`src/rtl/bram_stream_reader_pkg.sv`:
```
// Shared definitions for the BRAM port-B stream reader: FSM encoding and
// the address/data widths shared with bram_mux.
package bram_stream_reader_pkg;

  localparam int unsigned BRAM_ADDR_W = 9;
  localparam int unsigned BRAM_DATA_W = 32;

  typedef enum logic [1:0] {
    S_IDLE  = 2'd0,
    S_ISSUE = 2'd1,
    S_DRAIN = 2'd2,
    S_DONE  = 2'd3
  } state_e;

endpackage

```
`src/rtl/bram_stream_reader_fifo.sv`:
```
// Synchronous FIFO with occupancy count; head word is presented combinationally.
module stream_fifo_sync
  import bram_stream_reader_pkg::*;
#(
  parameter int unsigned WIDTH = BRAM_DATA_W + 1,
  parameter int unsigned DEPTH = 4
) (
  input  logic                     clk,
  input  logic                     rst,
  input  logic                     push_i,
  input  logic [WIDTH-1:0]         wdata_i,
  input  logic                     pop_i,
  output logic [WIDTH-1:0]         rdata_o,
  output logic                     empty_o,
  output logic [$clog2(DEPTH):0]   count_o
);

  localparam int unsigned AW = $clog2(DEPTH);
  localparam int unsigned CW = AW + 1;

  logic [WIDTH-1:0] mem_q [DEPTH];
  logic [AW-1:0]    wr_ptr_q;
  logic [AW-1:0]    rd_ptr_q;
  logic [CW-1:0]    count_q;
  logic             full;
  logic             do_push;
  logic             do_pop;

  assign empty_o = (count_q == '0);
  assign full    = (count_q == CW'(DEPTH));
  assign do_pop  = pop_i && !empty_o;
  // A push into a full FIFO is legal only when the head leaves in the same cycle.
  assign do_push = push_i && (!full || do_pop);

  always_ff @(posedge clk) begin
    if (rst) begin
      wr_ptr_q <= '0;
      rd_ptr_q <= '0;
      count_q  <= '0;
    end else begin
      if (do_push) wr_ptr_q <= wr_ptr_q + AW'(1);
      if (do_pop)  rd_ptr_q <= rd_ptr_q + AW'(1);
      count_q <= count_q + CW'(do_push) - CW'(do_pop);
    end
  end

  always_ff @(posedge clk) begin
    if (do_push) mem_q[wr_ptr_q] <= wdata_i;
  end

  assign rdata_o = mem_q[rd_ptr_q];
  assign count_o = count_q;

endmodule

```
`src/rtl/bram_stream_reader.sv`:
```
// Takes the shared BRAM port B, sweeps a burst of words from base_addr and
// re-emits them as a valid/ready stream tagged with m_last.
module bram_stream_reader
  import bram_stream_reader_pkg::*;
#(
  parameter int unsigned ADDR_W     = BRAM_ADDR_W,
  parameter int unsigned DATA_W     = BRAM_DATA_W,
  parameter int unsigned RD_LAT     = 1,
  parameter int unsigned FIFO_DEPTH = 4
) (
  input  logic              clk,
  input  logic              rst,
  input  logic              start,
  input  logic [ADDR_W-1:0] base_addr,
  input  logic [ADDR_W:0]   length,
  output logic              busy,
  output logic              done,
  output logic              sel,
  output logic [ADDR_W-1:0] addrb,
  output logic              enb,
  input  logic [DATA_W-1:0] doutb,
  output logic [DATA_W-1:0] m_data,
  output logic              m_valid,
  input  logic              m_ready,
  output logic              m_last
);

  localparam int unsigned LW = ADDR_W + 1;
  localparam int unsigned CW = $clog2(FIFO_DEPTH) + 1;
  localparam int unsigned OW = CW + 1;

  state_e            state_q, state_d;
  logic              sel_q, sel_d;
  logic [ADDR_W-1:0] base_q;
  logic [LW-1:0]     len_q;
  logic [LW-1:0]     issued_q;
  logic [LW-1:0]     accepted_q;
  logic [RD_LAT-1:0] pipe_vld_q, pipe_vld_d;
  logic [RD_LAT-1:0] pipe_last_q, pipe_last_d;
  logic [CW-1:0]     fifo_count;
  logic [CW-1:0]     inflight;
  logic [OW-1:0]     occupancy;
  logic              credit_ok;
  logic              issue_last;
  logic              accept_last;
  logic              fifo_empty;
  logic              pop;
  logic [DATA_W:0]   fifo_rdata;

  assign issue_last  = (issued_q == len_q - LW'(1));
  assign accept_last = (accepted_q == len_q - LW'(1));

  // Credit counts FIFO words plus reads still in the BRAM pipe, before any pop.
  always_comb begin
    inflight = '0;
    for (int unsigned i = 0; i < RD_LAT; i++) begin
      inflight = inflight + CW'(pipe_vld_q[i]);
    end
    occupancy = {1'b0, fifo_count} + {1'b0, inflight};
    credit_ok = (occupancy < OW'(FIFO_DEPTH));
  end

  assign enb   = (state_q == S_ISSUE) && (issued_q < len_q) && credit_ok;
  assign addrb = base_q + issued_q[ADDR_W-1:0];

  always_ff @(posedge clk) begin
    if (rst) state_q <= S_IDLE;
    else     state_q <= state_d;
  end

  always_comb begin
    state_d = state_q;
    unique case (state_q)
      S_IDLE:  if (start) state_d = (length != '0) ? S_ISSUE : S_DONE;
      S_ISSUE: if (enb && issue_last) state_d = S_DRAIN;
      S_DRAIN: if (pop && accept_last) state_d = S_DONE;
      S_DONE:  state_d = S_IDLE;
      default: state_d = S_IDLE;
    endcase
  end

  always_comb begin
    busy  = (state_q != S_IDLE);
    done  = (state_q == S_DONE);
    sel_d = (state_d == S_ISSUE) || (state_d == S_DRAIN);
  end

  assign sel = sel_q;

  always_comb begin
    pipe_vld_d     = '0;
    pipe_last_d    = '0;
    pipe_vld_d[0]  = enb;
    pipe_last_d[0] = enb && issue_last;
    for (int unsigned i = 1; i < RD_LAT; i++) begin
      pipe_vld_d[i]  = pipe_vld_q[i-1];
      pipe_last_d[i] = pipe_last_q[i-1];
    end
  end

  always_ff @(posedge clk) begin
    if (rst) begin
      sel_q       <= 1'b0;
      base_q      <= '0;
      len_q       <= '0;
      issued_q    <= '0;
      accepted_q  <= '0;
      pipe_vld_q  <= '0;
      pipe_last_q <= '0;
    end else begin
      sel_q       <= sel_d;
      pipe_vld_q  <= pipe_vld_d;
      pipe_last_q <= pipe_last_d;
      if (state_q == S_IDLE && start) begin
        base_q     <= base_addr;
        len_q      <= length;
        issued_q   <= '0;
        accepted_q <= '0;
      end else begin
        if (enb) issued_q   <= issued_q + LW'(1);
        if (pop) accepted_q <= accepted_q + LW'(1);
      end
    end
  end

  stream_fifo_sync #(
    .WIDTH (DATA_W + 1),
    .DEPTH (FIFO_DEPTH)
  ) u_fifo (
    .clk     (clk),
    .rst     (rst),
    .push_i  (pipe_vld_q[RD_LAT-1]),
    .wdata_i ({pipe_last_q[RD_LAT-1], doutb}),
    .pop_i   (pop),
    .rdata_o (fifo_rdata),
    .empty_o (fifo_empty),
    .count_o (fifo_count)
  );

  assign m_valid = !fifo_empty;
  assign pop     = m_valid && m_ready;
  assign m_data  = m_valid ? fifo_rdata[DATA_W-1:0] : '0;
  assign m_last  = m_valid && fifo_rdata[DATA_W];

endmodule

```
`config.mk`:
```
export PLATFORM = sky130hd
export DESIGN_NAME = bram_stream_reader
export DESIGN_NICKNAME = d
export VERILOG_FILES = /design/src/rtl/bram_stream_reader_pkg.sv /design/src/rtl/bram_stream_reader_fifo.sv /design/src/rtl/bram_stream_reader.sv
export SDC_FILE = /design/constraint.sdc
export NUM_CORES = 1
export LEC_CHECK = 0
export CORE_ASPECT_RATIO = 0.7
export CORE_MARGIN = 3
export CORE_UTILIZATION = 55
export DETAILED_ROUTE_END_ITERATION = 7
export PLACE_DENSITY_LB_ADDON = 0.25
export RECOVER_POWER = 50
export SLEW_MARGIN = 10
export SYNTH_ARGS = -nofsm -noshare
export SYNTH_HDL_FRONTEND = slang
export SYNTH_SLANG_ARGS = --single-unit
export TNS_END_PERCENT = 20
```
`constraint.sdc`:
```
create_clock -name clk -period 7.1 [get_ports clk]
set_input_delay 0.71 -clock clk [delete_from_list [all_inputs] [get_ports clk]]
set_output_delay 0.71 -clock clk [all_outputs]
set_load 0.02 [all_outputs]
```
After elaboration in Yosys (flattened, before gate mapping)
Memories as Yosys holds them, arrays and structs flattened. A register that Yosys moved wholly into a read port is not among the register bits.
Index checks and enable logic that the tools add are counted.
{"block": "word_totals", "out_inout_bits": 47, "mem_bits_ro": 0, "in_bits": 55, "latchBits": 0, "n_memories": 1, "reg_bits": 51, "mem_bits_rw": 132, "word_cells": 59}
{"block": "classes", "n_mul": 0, "n_lt_le_gt_ge": 2, "div_mod_pow": 0, "bitwise_logic": 0, "muxes": 10, "n_shift": 0, "reduce_logical": 18, "n_addsub": 9, "eq_ne": 8}
{"name": "u_fifo.mem_q", "depth": 4, "word_bits": 33, "rd": 1, "rd_clocked_by_memory_dff": 1, "wr": 1, "line": "bram_stream_reader_fifo.sv:21", "source": "logic [WIDTH-1:0] mem_q [DEPTH];"}
{"op": "two-way mux 32 bit", "n": 1}
{"op": "adder 10 x 1 -> 10 bit (second input constant)", "n": 2}
{"op": "== test 10 bit", "n": 2}
{"op": "two-way mux 2 bit", "n": 6}
{"op": "less-than comparator 10 bit", "n": 1}
{"op": "nonzero test 10 bit", "n": 1}
{"op": "subtractor 10 x 1 -> 10 bit (second input constant)", "n": 1}
{"op": "adder 9 bit", "n": 1}
{"op": "logical AND 1 bit", "n": 9}
{"op": "case mux 2 bit (4 select lines)", "n": 1}
{"op": "== test 2 bit (second input constant)", "n": 3}
{"op": "adder 2 x 1 -> 2 bit (second input constant)", "n": 2}
{"op": "adder 3 x 1 -> 4 bit", "n": 1}
{"op": "== test 2 x 1 -> 1 bit (second input constant)", "n": 2}
{"op": "less-than comparator 4 x 3 -> 1 bit (second input constant)", "n": 1}
{"op": "adder 3 x 1 -> 3 bit", "n": 1}
{"op": "== test 3 bit (second input constant)", "n": 1}
{"op": "zero test 3 bit", "n": 1}
{"op": "subtractor 3 x 1 -> 3 bit", "n": 1}
{"op": "zero test 1 bit", "n": 2}
{"op": "zero test 2 bit", "n": 1}
{"op": "logical OR 1 bit", "n": 2}
{"op": "two-way mux 1 bit", "n": 2}
{"op": "nonzero test 2 bit", "n": 1}
{"op": "OR reduction 2 bit", "n": 1}

Depth between registers and ports, before layout
Gate-level depths: netlist (run 1).
{"block": "logic_depth", "depth_word": 8, "mapped_depth": 11, "mapped_depth_nobuf": 10}

Modules after synthesis
A second synthesis (run 1) with hierarchy kept.
{"block": "hier_totals", "hier_cells": 634, "hier_area_um2": 8444.3}
{"module": "stream_fifo_sync", "cells_per_inst": 223, "instances": 1, "seq_area_each_um2": 4144.0, "area_per_inst_um2": 5226.3}
{"module": "bram_stream_reader", "cells_per_inst": 411, "instances": 1, "seq_area_each_um2": 880.8, "area_per_inst_um2": 3218.1}

Worst setup path after synthesis (run 1)
OpenSTA, ideal clock, no wires.
{"block": "synth_path", "path_type": "register to output", "start": "reg issued_q[0]", "end": "out addrb[8]", "slack_ps": 4423, "path_stages_with_launch": 11, "required_ps": 6390, "path_buffers": 0, "arrival_time_ps": 1967, "path_cell_list": "dfxtp_1 -> ha_1 -> inv_1 -> fa_1 -> inv_1 -> a21oi_1 -> o21bai_1 -> a21o_1 -> a21oi_1 -> o21ai_0 -> xnor2_1"}
{"block": "synth_between", "elab_chain_len": 1}
{"item": "from (decl)", "line": "bram_stream_reader.sv:36", "source": "logic [LW-1:0] issued_q;"}
{"item": "from (signal assigned)", "line": "bram_stream_reader.sv:120", "source": "if (enb) issued_q <= issued_q + LW'(1);"}
{"item": "adder 9 bit", "line": "bram_stream_reader.sv:64", "source": "assign addrb = base_q + issued_q[ADDR_W-1:0];"}
{"item": "to (decl)", "line": "bram_stream_reader.sv:19", "source": "output logic [ADDR_W-1:0] addrb,"}
Every way passes these cells.

Worst setup path after layout (run 1)
{"block": "layout_path", "start": "reg len_q[2]", "end": "out enb"}
{"block": "layout_between", "elab_chain_len": 3}
{"item": "from (decl)", "line": "bram_stream_reader.sv:35", "source": "logic [LW-1:0] len_q;"}
{"item": "from (signal assigned)", "line": "bram_stream_reader.sv:116", "source": "len_q <= length;"}
{"item": "less-than comparator 10 bit", "line": "bram_stream_reader.sv:63", "source": "assign enb = (state_q == S_ISSUE) && (issued_q < len_q) && credit_ok;"}
{"item": "logical AND 1 bit (2 in series)", "line": "bram_stream_reader.sv:63"}
{"item": "to (decl)", "line": "bram_stream_reader.sv:20", "source": "output logic enb,"}
Every way passes these cells.

==> results.cfg, run 1 <==
[logic_synthesis]
synthSimpleGateAreaFrac = 0.118
synth_warnings = 0
synth_top_area_cell = edfxtp_1
synthAdderAreaFrac = 0.0470
yosys_register_bits = 185
yosys.area.top_type_share = 0.477
muxShareOfSynthArea = 0.0944
synthXorXnorAreaFrac = 0.0577
postSynthAreaPerCell_um2 = 13.7
mappedNetlistNets = 693
synth_compound_area_frac = 0.0494
ys_async_sr_fraction = 0
synth_top_family_by_area = simple AND/OR/NAND/NOR gates
synth.top_cells.by_count = edfxtp_1 (132), dfxtp_1 (53), nand2_1 (53)
ys_top_cells_by_area = edfxtp_1 (48%), dfxtp_1 (13%), mux4_2 (8.9%)
yosysMostFrequentCell = edfxtp_1
netlist_instances = 608
netlist_area_um2 = 8310
yosysSeqAreaShare = 0.605
synth-edff-count = 132
synth_cell_types = 59
synthFlopType = edfxtp_1

[timing]
fmaxAchievable_ghz = 0.239
fin_worst_skew_ns = 0.00951
period_minus_slack_ns = 4.19
relSlewSlack = -0.650
setup_tns_ns = 0
tightest_slew_ns = 2.47
hold_viol = 0
slew_viol_final = 68
rsz0062_at_grt = false
setup_viol = 0
fin_crit_sh = 0.590

[cells_and_area]
nets = 787
ff_latch_area_um2 = 5030
diodes = 0
multi_input_area_um2 = 3040
finalNonFillerCells = 905
drive_above_1_share = 0.120
area_delta_synth_final_pct = 21.5
nFillCells = 969

[floorplanning]
die-area_um2 = 16600
boundaryPins = 102
die_h_um = 109
num_rows = 36
start_util = 0.580
core_area_um2 = 14300
die_x_um = 153

[global_route]
grt_use_total = 0.210
antenna_found_initial = 1
grt_pass1_vias = 5270
grt_first_pass_wirelength_um = 27100
grt_overflow = 0
grt_max_degree = 36

[clocking]
postCtsSetupBuffers = 0
path_clk_slew_ns = 0.07
cts.htree.levels = 4
cts.path.max_buffers = 2
cts_buffers = 17
ctsHoldBuffers = 0
root_buffer = clkbuf_16
ctsResizeCount = 0
clock_latency_ns = 0.42
cts_tree = done
clock-sinks = 185

[run]
maxCapViolCount = 2

[placement]
place_inst = 873
hpwl_um = 11100
io_buffers = 101
gp_congestion = 0.905

[drt]
drt_iter0_drc = 370
wl_per_cell_um = 18.8
via_per_inst = 5.59
drc = 0
totalWireLength_um = 17000
drtAntennaViolNets = 0
vias = 5058
firstDrtPassIters = 4

[power_and_ir_drop]
p_total_mw = 3.19
p_per_area_nw_per_um2 = 316
leakagePower_nw = 3.45
peakVddDrop_uv = 193

[run_status]
failed_checks = max-capacitance violations, max-slew violations
status = finished, violations left

[critical_path]
cp_slowest_stage_delay_ns = 0.91
slowest_stage = o31ai_1
end_kind = output pin
arrival_ns = 3.48
critPathLaunchType = register
crit_fanout = 10
path_class = reg2out
crit_required_ns = 6.39
reg2reg_setup_slack_ns = 3.97
worstPathCellList = inv_1 -> ha_1 -> o21ai_0 -> a21oi_1 -> nor4_2 -> o31ai_1 -> inv_2 -> clkdlybuf4s50_1

[hold_path]
min_path_type = reg2reg
-- cells by family after synthesis --
kind of cell,after synthesis
muxes,37
xor gates and xnor gates,53
DFF,185
buffers and inverters,58
and+or+nand+nor,182
adders and majority gates,30
AOI/OAI and AO/OA,63
-- critical path, delay by kind of cell, from the launching register on --
family | cells | cell delay [ns]
and+or+nand+nor | 1 | 0.06
adders and majority gates | 1 | 0.30
DFF | 1 | 0.62
AOI/OAI and AO/OA | 3 | 1.15
buffers and inverters | 3 | 0.93
-- path summary, 6_finish.rpt --
check                                          end  cells after the start               from
worst min-delay path                     base_q[8]                      2          base_q[8]
worst max register to register  u_fifo.mem_q[2][7]                      2  u_fifo.count_o[1]
worst min register to register           base_q[8]                      2          base_q[8]
worst max-delay path                           enb                      8           len_q[2]
-- final cells by class --
| type | count | share of cell area |
|---|---|---|
| Clock buffer | 18 | 0.0425 |
| Clock inverter | 14 | 0.0217 |
| Inverter | 28 | 0.0104 |
| Multi-Input combinational cell | 365 | 0.301 |
| Sequential cell | 185 | 0.498 |
| Tap cell | 190 | 0.0236 |
| Timing Repair Buffer | 105 | 0.103 |
-- power by group --
group	internal [mW]	leakage, nW	switching (mW)
registers	1.20	1.62	0.0454
clock network	0.628	0.306	0.393
logic	0.446	1.51	0.473
-- sequential cells by signal, indices dropped and copies added, names as in the netlist, 2 cells and up, named ones only --
signal	count
u_fifo.mem_q	132
len_q	10
u_fifo.rd_ptr_q	2
u_fifo.count_o	3
u_fifo.wr_ptr_q	2
accepted_q	10
issued_q	10
base_q	9
state_q	2
-- cells in the final DEF, fill, tap and decap left out, types with 3 or more instances in the layout --
cell type	n
and3_1	3
xor2_1	18
dfxtp_1	51
nand3_1	7
a21oi_1	31
nor2b_1	37
bufinv_16	5
clkbuf_16	17
o21ai_0	9
o21bai_1	3
o31ai_1	3
inv_1	27
edfxtp_1	132
clkinvlp_4	3
nand2_1	53
clkdlybuf4s50_1	64
nand4_1	10
ha_1	28
and2_0	3
a31oi_1	3
nor3_1	8
mux4_2	33
dlygate4sd3_1	37
mux2i_1	3
buf_4	3
xnor2_1	33
nor2_1	35
-- per-stage QoR --
stage	setup WS, ns	cell area, um2	hold WS [ns]	util
2_1_floorplan	4.42	8310	0.438	-
3_3_place_gp	3.78	9460	0.448	0.661
3_5_place_dp	3.72	9460	0.459	0.661
4_1_cts	3.24	10100	0.473	0.706
5_1_grt	2.56	10100	0.501	0.705
6_report	2.91	10100	0.472	0.705
-- routing by layer --
layer	GRT usage	share of wire	wire, um
met3	0.0401	0.054	908
met2	0.345	0.47	8020
met1	0.289	0.46	7760
met5	0	0.00077	13
met4	0.0680	0.015	263
No activity file was read; power rests on OpenSTA's default activity.
==> run 2: changes to the inputs <==
--- a/config.mk
+++ b/config.mk
@@ -7,7 +7,7 @@
 export LEC_CHECK = 0
 export CORE_ASPECT_RATIO = 0.7
 export CORE_MARGIN = 3
-export CORE_UTILIZATION = 55
+export CORE_UTILIZATION = 50
 export DETAILED_ROUTE_END_ITERATION = 7
 export PLACE_DENSITY_LB_ADDON = 0.25
 export RECOVER_POWER = 50
==> constraint.sdc (replaced) <==
create_clock -name clk -period 3.8 [get_ports clk]
set_input_delay 0.38 -clock clk [delete_from_list [all_inputs] [get_ports clk]]
set_output_delay 0.38 -clock clk [all_outputs]
set_load 0.02 [all_outputs]
==> results.cfg, run 2 (same netlist as run 1, synthesis figures left out) <==
[timing]
hold_viol = 0
rsz0062_at_grt = false
period_minus_slack_ns = 3.58
fin_worst_skew_ns = 0.00748
relSlewSlack = -0.638
tightest_slew_ns = 2.46
fin_crit_sh = 0.942
setup_viol = 0
fmaxAchievable_ghz = 0.279
slew_viol_final = 34
setup_tns_ns = 0

[critical_path]
end_kind = output pin
crit_fanout = 6
crit_path_start = issued_q[0]
critPathLaunchType = register
reg2reg_setup_slack_ns = 0.70
path_class = reg2out
reg2reg_depth = 2
r2r_start = u_fifo.count_o[1]
arrival_ns = 3.20
critPathCapture = addrb[8]
r2r-end = u_fifo.mem_q[0][7]
crit_required_ns = 3.42

[clocking]
cts_tree = done
cts_buffers = 17
clock_latency_ns = 0.42
postCtsSetupBuffers = 0
cts.path.max_buffers = 2
cts.htree.levels = 4
path_clk_slew_ns = 0.07
clock-sinks = 185
root_buffer = clkbuf_16
ctsHoldBuffers = 0
ctsResizeCount = 0

[global_route]
busiest_layer = met1
grt_max_degree = 34
grt_use_total = 0.193
use_met1 = 0.284
grt_first_pass_wirelength_um = 27400
grt_pass1_vias = 5128
grt_use_met2 = 0.282
gr-usage-met3 = 0.0592
antenna_found_initial = 1
grt_overflow = 0

[drt]
firstDrtPassIters = 5
drt_iter0_drc = 320
totalWireLength_um = 17100
drtAntennaViolNets = 0
wl_per_cell_um = 18.3
vias = 5032
via_per_inst = 5.38
drc = 0

[power_and_ir_drop]
peakVddDrop_uv = 394
intPower_mw = 3.94
p_per_area_nw_per_um2 = 568
comb_power_share = 0.303
switchingPower_mw = 1.77
seq_power_share = 0.407
leakagePower_nw = 3.42
clock_power_share = 0.290
swShare = 0.310

[run_status]
status = finished, violations left
failed_checks = max-capacitance violations, max-slew violations

[cells_and_area]
nets = 788
top_register = u_fifo.mem_q
area_delta_synth_final_pct = 21.0
ff_latch_area_um2 = 5030
finalNonFillerCells = 935
nFillCells = 1229
drive_above_1_share = 0.124
largest_register_ffs = 132
multi_input_area_um2 = 3050
diodes = 0
final_cell_mix = edfxtp_1 (132), clkdlybuf4s50_1 (66), nand2_1 (53), dfxtp_1 (51), nor2b_1 (37)
final_common_cell = edfxtp_1

[placement]
gp_congestion = 0.918
hpwl_um = 11600
place_inst = 904
io_buffers = 101

[floorplanning]
core_area_um2 = 15900
die_h_um = 114
start_util = 0.523
die_x_um = 160
boundaryPins = 102
num_rows = 38
die-area_um2 = 18200

[run]
maxCapViolCount = 1

[hold_path]
min_path_type = reg2reg
-- run 2: changes by cell type in the layout (fill, tap and decap cells not counted), moves of 2 or more --
cell / delta
clkinvlp_4: -3
bufinv_16: -5
inv_6: +6
dlygate4sd3_1: -2
clkdlybuf4s50_1: +2
inv_8: +2
-- run 2: metrics by stage --
step                hold slack [ns]  utilization  setup WS [ns]  area (um2)  power, mW
floorplan                     0.438            -           1.45        8310       3.41
global placement              0.448        0.599          0.755        9510       4.10
detailed placement            0.463        0.599          0.702        9510       4.14
CTS                           0.473        0.634          0.235       10100       5.80
global route                  0.498        0.633         0.0236       10100       5.99
finish                        0.470        0.633          0.219       10100       5.71
-- run 2: layout make-up --
cell class,instances,share of cell area
flip-flops and latches,185,0.500
multi-input cells,365,0.303
repair buffers,106,0.104
clock buffers,17,0.0423
well taps,220,0.0274
clock inverters,14,0.0126
inverters,28,0.0105
-- run 2: layer usage --
layer,vias to the layer above,routed length (um),share of wire
met5,-,7,0.00041
met4,2,153,0.0089
met3,17,1190,0.069
met2,161,7530,0.44
met1,2444,8230,0.48
li1,2408,-,-
-- run 2: worst min-delay path by stage --
| stage | end | cells after the start | startpoint |
|---|---|---|---|
| 3_3_place_gp | base_q[7] | 2 | base_q[7] |
| 4_1_cts | base_q[6] | 2 | base_q[6] |
| 5_1_grt | base_q[7] | 2 | base_q[7] |
| 3_5_place_dp | base_q[6] | 2 | base_q[6] |
| 2_1_floorplan | u_fifo.mem_q[0][32] | 0 | pipe_last_q |
| 6_report | base_q[6] | 2 | base_q[6] |
-- run 2: worst max-delay path: stages, from the launching register on --
cell             delay [ns]
dfxtp_1                0.46
ha_1                   0.22
inv_1                  0.06
fa_1                   0.40
inv_1                  0.07
a21oi_1                0.07
o21bai_1               0.21
a21o_1                 0.14
a21oi_1                0.08
o21ai_0                0.30
xnor2_1                0.16
clkdlybuf4s50_1        0.62
-- run 2: power by group through the flow --
stage / sequential, mW / combinational [mW] / clock (mW)
5_1_grt: 2.34 / 1.87 / 1.78
6_report: 2.33 / 1.73 / 1.66
3_5_place_dp: 2.37 / 1.77 / 0
4_1_cts: 2.32 / 1.78 / 1.70
2_1_floorplan: 2.32 / 1.09 / 0
3_3_place_gp: 2.36 / 1.74 / 0
==> run 3: changes to the inputs <==
--- a/config.mk
+++ b/config.mk
@@ -11,6 +11,7 @@
 export DETAILED_ROUTE_END_ITERATION = 7
 export PLACE_DENSITY_LB_ADDON = 0.25
 export RECOVER_POWER = 50
+export SKIP_CTS_REPAIR_TIMING = 1
 export SLEW_MARGIN = 10
 export SYNTH_ARGS = -nofsm -noshare
 export SYNTH_HDL_FRONTEND = slang
==> results of run 3 <==
The final DEF is identical to that of run 2; final timing and power are the same.
